**src/rtl/can_rx_fetch.sv**
```systemverilog
// SJA1000 receive-buffer fetcher: on an interrupt, reads IR, pulls a 13-byte frame
// from registers 16..28 into a byte FIFO, then releases the receive buffer.
module can_rx_fetch #(
    parameter int unsigned TIMEOUT    = 255,
    parameter int unsigned FIFO_DEPTH = 16
) (
    input  logic        clk,
    input  logic        rst,
    input  logic        en_i,
    input  logic        can_int_n,
    output logic [31:0] acc_addr_o,
    output logic        acc_wren_o,
    output logic        acc_rden_o,
    output logic [31:0] acc_din_o,
    input  logic [31:0] acc_dout_i,
    input  logic        acc_valid_i,
    output logic [7:0]  rx_byte_o,
    output logic        rx_last_o,
    output logic        rx_valid_o,
    input  logic        rx_ready_i,
    output logic [7:0]  overrun_cnt_o,
    output logic        timeout_err_o
);

    localparam int unsigned AW        = $clog2(FIFO_DEPTH);
    localparam int unsigned PW        = AW + 1;
    localparam int unsigned TW        = (TIMEOUT < 2) ? 1 : $clog2(TIMEOUT + 1);
    localparam int unsigned FRAME_LEN = 13;
    localparam logic [PW-1:0] MAX_FILL  = PW'(FIFO_DEPTH - FRAME_LEN);
    localparam logic [4:0]    BUF_FIRST = 5'd16;
    localparam logic [4:0]    BUF_LAST  = 5'd28;
    localparam logic [7:0]    ADDR_IR   = 8'd3;
    localparam logic [7:0]    ADDR_CMR  = 8'd1;
    localparam logic [7:0]    CMD_RRB   = 8'h04;

    typedef enum logic [2:0] {
        IDLE,
        RD_IR,
        WT_IR,
        RD_BUF,
        WT_BUF,
        WR_CMR,
        WT_CMR
    } state_t;

    state_t          state, state_nxt;
    logic            sync1, sync2;
    logic            irq;
    logic [4:0]      bptr;
    logic [PW-1:0]   wr_spec, wr_cmt, rd_ptr;
    logic [PW-1:0]   fill;
    logic [8:0]      mem [FIFO_DEPTH];
    logic [8:0]      head;
    logic [TW-1:0]   tmo_cnt;
    logic            in_wait, expired, has_room, pop, buf_wr, last_byte;
    logic [7:0]      addr8, din8;
    logic            unused_dout;

    assign unused_dout = ^acc_dout_i[31:8];

    assign irq       = ~sync2;
    assign fill      = wr_cmt - rd_ptr;
    assign has_room  = (fill <= MAX_FILL);
    assign rx_valid_o = (fill != '0);
    assign pop       = rx_valid_o & rx_ready_i;
    assign in_wait   = (state == WT_IR) || (state == WT_BUF) || (state == WT_CMR);
    assign expired   = in_wait && !acc_valid_i && (tmo_cnt == TW'(TIMEOUT));
    assign buf_wr    = (state == WT_BUF) && acc_valid_i;
    assign last_byte = (bptr == BUF_LAST);
    assign head      = mem[rd_ptr[AW-1:0]];
    assign rx_byte_o = rx_valid_o ? head[7:0] : '0;
    assign rx_last_o = rx_valid_o ? head[8] : 1'b0;

    assign acc_addr_o = {24'h0, addr8};
    assign acc_din_o  = {24'h0, din8};

    always_ff @(posedge clk) begin
        if (rst) state <= IDLE;
        else     state <= state_nxt;
    end

    always_comb begin
        state_nxt  = state;
        acc_rden_o = 1'b0;
        acc_wren_o = 1'b0;
        addr8      = '0;
        din8       = '0;
        case (state)
            IDLE:   if (en_i && irq && has_room) state_nxt = RD_IR;
            RD_IR: begin
                acc_rden_o = 1'b1;
                addr8      = ADDR_IR;
                state_nxt  = WT_IR;
            end
            WT_IR: begin
                if (acc_valid_i) state_nxt = acc_dout_i[0] ? RD_BUF : IDLE;
                else if (expired) state_nxt = IDLE;
            end
            RD_BUF: begin
                acc_rden_o = 1'b1;
                addr8      = {3'b000, bptr};
                state_nxt  = WT_BUF;
            end
            WT_BUF: begin
                if (acc_valid_i) state_nxt = last_byte ? WR_CMR : RD_BUF;
                else if (expired) state_nxt = IDLE;
            end
            WR_CMR: begin
                acc_wren_o = 1'b1;
                addr8      = ADDR_CMR;
                din8       = CMD_RRB;
                state_nxt  = WT_CMR;
            end
            WT_CMR: if (acc_valid_i || expired) state_nxt = IDLE;
            default: state_nxt = IDLE;
        endcase
    end

    always_ff @(posedge clk) begin
        if (!rst && buf_wr) mem[wr_spec[AW-1:0]] <= {last_byte, acc_dout_i[7:0]};
    end

    always_ff @(posedge clk) begin
        if (rst) begin
            sync1         <= 1'b1;
            sync2         <= 1'b1;
            bptr          <= '0;
            wr_spec       <= '0;
            wr_cmt        <= '0;
            rd_ptr        <= '0;
            tmo_cnt       <= '0;
            overrun_cnt_o <= '0;
            timeout_err_o <= 1'b0;
        end else begin
            sync1 <= can_int_n;
            sync2 <= sync1;

            if (in_wait && !acc_valid_i && !expired) tmo_cnt <= tmo_cnt + 1'b1;
            else                                     tmo_cnt <= '0;

            if ((state == WT_IR) && acc_valid_i) begin
                if (acc_dout_i[3] && (overrun_cnt_o != 8'hFF))
                    overrun_cnt_o <= overrun_cnt_o + 8'd1;
                bptr <= BUF_FIRST;
            end

            // The committed pointer jumps straight to the post-write speculative
            // value, so a whole frame becomes visible in the cycle its last byte lands.
            if (buf_wr) begin
                wr_spec <= wr_spec + 1'b1;
                if (last_byte) wr_cmt <= wr_spec + 1'b1;
                else           bptr   <= bptr + 5'd1;
            end

            if (expired) begin
                timeout_err_o <= 1'b1;
                wr_spec       <= wr_cmt;
            end

            if (pop) rd_ptr <= rd_ptr + 1'b1;
        end
    end

endmodule

```
**config.mk**
```make
export PLATFORM = sky130hd
export DESIGN_NAME = can_rx_fetch
export DESIGN_NICKNAME = d
export VERILOG_FILES = /design/src/rtl/can_rx_fetch.sv
export SDC_FILE = /design/constraint.sdc
export NUM_CORES = 1
export LEC_CHECK = 0
export ABC_AREA = 0
export BUFFER_PORTS_ARGS = -buffer_cell sky130_fd_sc_hd__buf_2
export CORE_UTILIZATION = 52
export DETAILED_ROUTE_END_ITERATION = 8
export PLACE_DENSITY = 0.86
export SLEW_MARGIN = 5
export SYNTH_ARGS = -nofsm -noshare
export SYNTH_HDL_FRONTEND = slang
export SYNTH_SLANG_ARGS = --single-unit
```
**constraint.sdc**
```tcl
create_clock -name clk -period 2.1 [get_ports clk]
set_input_delay 0 -clock clk [delete_from_list [all_inputs] [get_ports clk]]
set_output_delay 0 -clock clk [all_outputs]
set_load 0.01 [all_outputs]
```
# Yosys cells after proc, flatten, opt, wreduce, memory -nomap -nowiden
# Memory sizes are Yosys's and may differ from the RTL's. A register that Yosys moved wholly into a read port is not among the register bits.
# Cells that the tools add are included.
dict set report word_totals {
  out_inout_bits 85
  latch_bits 0
  n_memories 1
  regBits 42
  mem_bits_ro 0
  mem_bits_rw 144
  wordCells 78
}
# name words word_bits read_ports rd_clocked_by_memory_dff write_ports line_no
set mem_list {}
lappend mem_list {mem 16 9 1 1 1 52} ;# logic [8:0] mem [FIFO_DEPTH];
dict set report op_classes {
  shift 0
  n_addsub 6
  n_lt_le_gt_ge 1
  reduce_logical 23
  n_mux 23
  n_div 0
  n_eq_ne 11
  bitwise 3
  multipliers 0
}
# operator n
set op_table {}
lappend op_table {{$mux 5} 5}
lappend op_table {{$mux 3} 7}
lappend op_table {{$pmux 3 s7} 1}
lappend op_table {{$add 8x1->8 const B} 2}
lappend op_table {{$add 5x1->5 const B} 3}
lappend op_table {{$pmux 5 s3} 1}
lappend op_table {{$eq 3x3->1 const B} 3}
lappend op_table {{$logic_and 1x1->1} 9}
lappend op_table {{$eq 8x8->1 const B} 1}
lappend op_table {{$mux 4} 2}
lappend op_table {{$mux 8} 1}
lappend op_table {{$ne 8x8->1 const B} 1}
lappend op_table {{$eq 3x2->1 const B} 2}
lappend op_table {{$reduce_and 2->1} 3}
lappend op_table {{$eq 5x5->1 const B} 1}
lappend op_table {{$le 5x2->1 const B} 1}
lappend op_table {{$mux 1} 5}
lappend op_table {{$reduce_bool 5->1} 1}
lappend op_table {{$sub 5x5->5} 1}
lappend op_table {{$reduce_or 2->1} 2}
lappend op_table {{$eq 3x1->1 const B} 1}
lappend op_table {{$logic_not 1->1} 3}
lappend op_table {{$logic_not 3->1} 1}
lappend op_table {{$logic_or 1x1->1} 3}
lappend op_table {{6 further kinds} 7}

# Logic depth before layout (Yosys ltp)
dict set report depth {
  ltp_word 9
  mapped_depth 9
  ltp_nobuf 9
}

# Worst setup path before layout
# No wires, ideal clock.
dict set report synth_timing {
  path_type {register -> register}
  from {register wr_cmt[0]}
  to {register (tool-made name)}
  synth_period_minus_slack_ps 2282
  arrival_time_ps 2159
  setup_slack_ps -182
  path_stages_with_launch 10
  setup_time_ps 123
  cell_sequence {dfxtp_1 -> inv_1 -> ha_1 -> fa_1 -> nand2b_1 -> a21oi_1 -> xnor2_1 -> nor4_4 -> nor2_1 -> mux2_1}
}
# item line_no
set synth_rtl {}
lappend synth_rtl {{start: declaration} 50} ;# logic [PW-1:0] wr_spec, wr_cmt, rd_ptr;
lappend synth_rtl {{start signal: assignment} 151} ;# if (last_byte) wr_cmt <= wr_spec + 1'b1;

# Final worst setup path
dict set report layout_timing {
  from {register wr_cmt[0]}
  to {output port rx_byte_o[4]}
}
dict set report layout_via {
  elab_chain_len 3
}
# item line_no
set layout_lines {}
lappend layout_lines {{$sub 5x5->5} 62} ;# assign fill = wr_cmt - rd_ptr;
lappend layout_lines {{$reduce_bool 5->1} 64} ;# assign rx_valid_o = (fill != '0);
lappend layout_lines {{$mux 8} 71} ;# assign rx_byte_o = rx_valid_o ? head[7:0] : '0;
lappend layout_lines {{end: declaration} 17} ;# output logic [7:0] rx_byte_o,
# Every way passes these cells.

==> summary.txt <==
Status
  • Status: finished, violations left
  • Failing checks: negative setup slack

Placed design
  • Detailed Place HPWL: about 11,000 um
  • Global placer's final weighted congestion: roughly 0.82
  • Post-place setup slack: -202.6 ps
  • I/O Buffers: 40
  • Placed cell count: 826

Final layout
  • Non-filler cells, final: between 800 and 900
  • Most common cell after layout, fill and taps aside: edfxtp_1
  • Diode count: 0
  • Most frequent cells in the layout: edfxtp_1 (144), conb_1 (58), nor2_1 (50)
  • Synth-to-layout area growth: 15.43%
  • Layout cell share with drive strength beyond 1: a little over a quarter
  • Final Util: 61.51%
  • Nets: 700

Worst hold path
  • Min-delay worst type: input pin to flip-flop
  • Hold EP: overrun_cnt_o[6]
  • Worst hold stages: 3
  • Hold Startpoint: rst

Timing
  • Final worst-path cycle share: 120.7%
  • Rel. slew slack: 58.38%
  • Worst-Margin Slew: a little over 600 ps
  • Final setup viols: 20
  • Setup slack after layout: -435.3 ps
  • Max Freq: roughly 400 MHz
  • Final min period: 2535 ps
  • Setup tns final: -5943 ps
  • Clk_skew: roughly 7.6 ps
  • Final Hold Fails: 0
  • Final max-slew violation count: 0
  • RSZ-0062 raised after global routing: yes

Detailed routing
  • Final wirelength: roughly 18,000 um
  • Post-DRT Antenna Nets: 0
  • Routed len/inst: ~20 um
  • Pre-antenna DRT Iters: 5
  • DRC errors left: 0
  • Vias per cell: between 5 and 6
  • DRT iter0 DRCs: just under 400
  • Via count: roughly 4,800

Clock tree
  • Worst-skew pair later-pin latency: approximately 430 ps
  • CTS Buf Count: 17
  • H-tree levels: 4
  • Clk root buf: clkbuf_16
  • CTS Sinks: 190
  • Clock Tree Buf Depth: 2
  • CTS tree: yes
  • Worst-path clk slew: 70 ps

Setup path
  • CP Launch Type: flip-flop
  • Crit path capture type: output pin
  • Worst Setup SP: wr_cmt[0]
  • CP Max Fanout: 5
  • CP Class: flip-flop to output pin
  • Worst flop-to-flop path endpoint: rd_ptr[4]
  • CP Data Arrival Time: around 2500 ps
  • Worst EP required: around 2100 ps
  • R2R setup slack: -290 ps
  • Reg2reg start: wr_cmt[0]
  • Reg2Reg Depth: 12

Synthesis
  • Largest family of logic cells by synthesized area: multiplexers
  • Syn Area/Cell: roughly 15 um^2
  • Synth Area in XOR/XNOR: under 10%
  • Compound-gate portion of the synthesized area: under 10%
  • Distinct cells, synth: 53
  • Post-synthesis sequential area ratio: between 60% and 70%
  • Warnings, synthesis: 0
  • Synth Instances: 558
  • Post-synth ARST share: 0%
  • Synthesized flop and latch total: 190
  • Post-synthesis mux area share: roughly 14%
  • Post-Syn Area: about 8500 um^2
  • Post-Synth Adder-Cell Area: about 2.2%
  • Number of synthesized flops with an enable pin: 144
  • Simple-Gate Fraction of Synth Area: just under 9%
  • Post-synth top flop: edfxtp_1

Power
  • Sw Pwr: approximately 2.8 mW
  • Leakage: approximately 3.5 nW
  • Sw Share: between 20% and 30%
  • Maximum vdd ir drop: 0.6673 mV
  • Combinational Power Share: 30.0%
  • Clk pwr share: about 30%
  • Cell internal pwr: 7.308 mW
  • PwrDens: 1034 nW/um^2
  • Sequential power share: between 40% and 50%

Floorplan
  • Die Wd: approximately 130 um
  • Total die area: around 17,000 um^2
  • # rows: 46
  • Number of top-level pins: roughly 120
  • Initial Util: a little over half
  • Core area: 15,890 um^2
  • Die height: roughly 130 um

Global route
  • Gr usage total: between 20% and 30%
  • Vias in the first global route: 4,838
  • Global-route wire length before repair: ~27,000 um
  • GRT overflow: 0
  • Pin count of the biggest net entering global routing: 38
  • Initial antenna violation count: 0

Job
  • Max Cap Viol: 0
## registers in the layout (all words and copies together) (netlist names), named ones only
| register | flops |
|---|---|
| sync2 | 1 |
| state | 3 |
| overrun_cnt_o | 8 |
| timeout_err_o | 1 |
| tmo_cnt | 8 |
| wr_cmt | 5 |
| bptr | 5 |
| sync1 | 1 |
| wr_spec | 5 |
| mem | 144 |
| rd_ptr | 5 |
## cell type report
class	instances	area, um^2
Multi-Input combinational cell	325	2867
Inverter	17	66.31
Sequential cell	190	5249
Timing Repair Buffer	97	782.0
Clock inverter	13	107.6
Clock buffer	18	429.2
Tap cell	216	270.3
Fill cell	1170	6115
## per-stage QoR
| step | power (mW) | hold slack [ps] | area (um^2) |
|---|---|---|---|
| floorplan | 5.937 | 98.87 | 8697 |
| global placement | 6.390 | 194.5 | 8891 |
| detailed placement | 6.516 | 190.1 | 8891 |
| CTS | 10.09 | 88.34 | 9742 |
| global route | 10.47 | 123.0 | 9771 |
| finish | 10.10 | 121.3 | 9771 |
## critical path: stages, from the launching register on
cell      delay [ps]
dfxtp_2          330
inv_2             40
ha_4             160
fa_2             380
buf_4            140
buf_4            120
nand3b_1          90
a21o_1           190
nor4_4            70
buf_6            150
buf_12           150
nor2b_4          150
buf_6            120
## routing by layer
metal	up-vias	share of wire [%]	track usage, %
met3	22	5.1	4.542
met4	0	1.8	7.524
met5	-	0	0
li1	2160	-	-
met1	2451	39	26.18
met2	192	54	40.42
## power by group through the flow
stage / registers [mW] / logic, mW / clock network, mW
after CTS: 4.12 / 2.99 / 2.98
after global placement: 4.19 / 2.20 / 0
after global routing: 4.12 / 3.23 / 3.12
after detailed placement: 4.20 / 2.32 / 0
after floorplan: 4.18 / 1.76 / 0
final: 4.12 / 3.03 / 2.95
## cell families after synthesis
kind of cell    Yosys count
compound gates           45
fa+ha+maj                14
flops                   190
simple gates            137
xor+xnor                 20
other cells               1
buf+inv                 100
mux                      51
## synth_stat cells (4+ instances only)
cell,n,share of area [%]
inv_1,16,0.71
nand3b_1,4,0.35
dfxtp_1,46,11
nor3_1,11,0.65
ha_1,13,1.9
o21ai_0,4,0.24
buf_2,5,0.30
nand4_1,5,0.37
mux4_2,26,6.9
a211oi_1,12,1.1
buf_4,63,5.6
nand3_1,8,0.47
mux4_1,19,5.9
a21oi_1,16,0.95
nor2b_1,5,0.37
nor2b_4,8,1.3
o21ai_1,4,0.24
xnor2_1,9,0.93
clkbuf_1,11,0.49
edfxtp_1,144,51
and3_1,5,0.37
nor2_1,51,2.3
nand2_1,18,0.80
xor2_1,11,1.1
or3_1,5,0.37
nand2b_1,5,0.37
## how the worst max path moves through the flow
stage / to / slack, ps / cells past startpoint
2_1_floorplan: mem[0][0] / -170 / 7
3_3_place_gp: flip-flop / -40 / 10
3_5_place_dp: rd_ptr[2] / -200 / 10
4_1_cts: rx_byte_o[4] / -410 / 10
5_1_grt: rx_byte_o[4] / -550 / 10
6_report: rx_byte_o[4] / -440 / 12
## repair_timing
item,CTS,global route
pin swaps,14,3
endpoints found under the hold margin,135,0
gates cloned,1,0
setup endpoints to repair,20,20
setup buffers,4,2
hold buffers,12,0
gates resized for setup,28,4
Note: power is estimated with default switching activity, not from simulation.
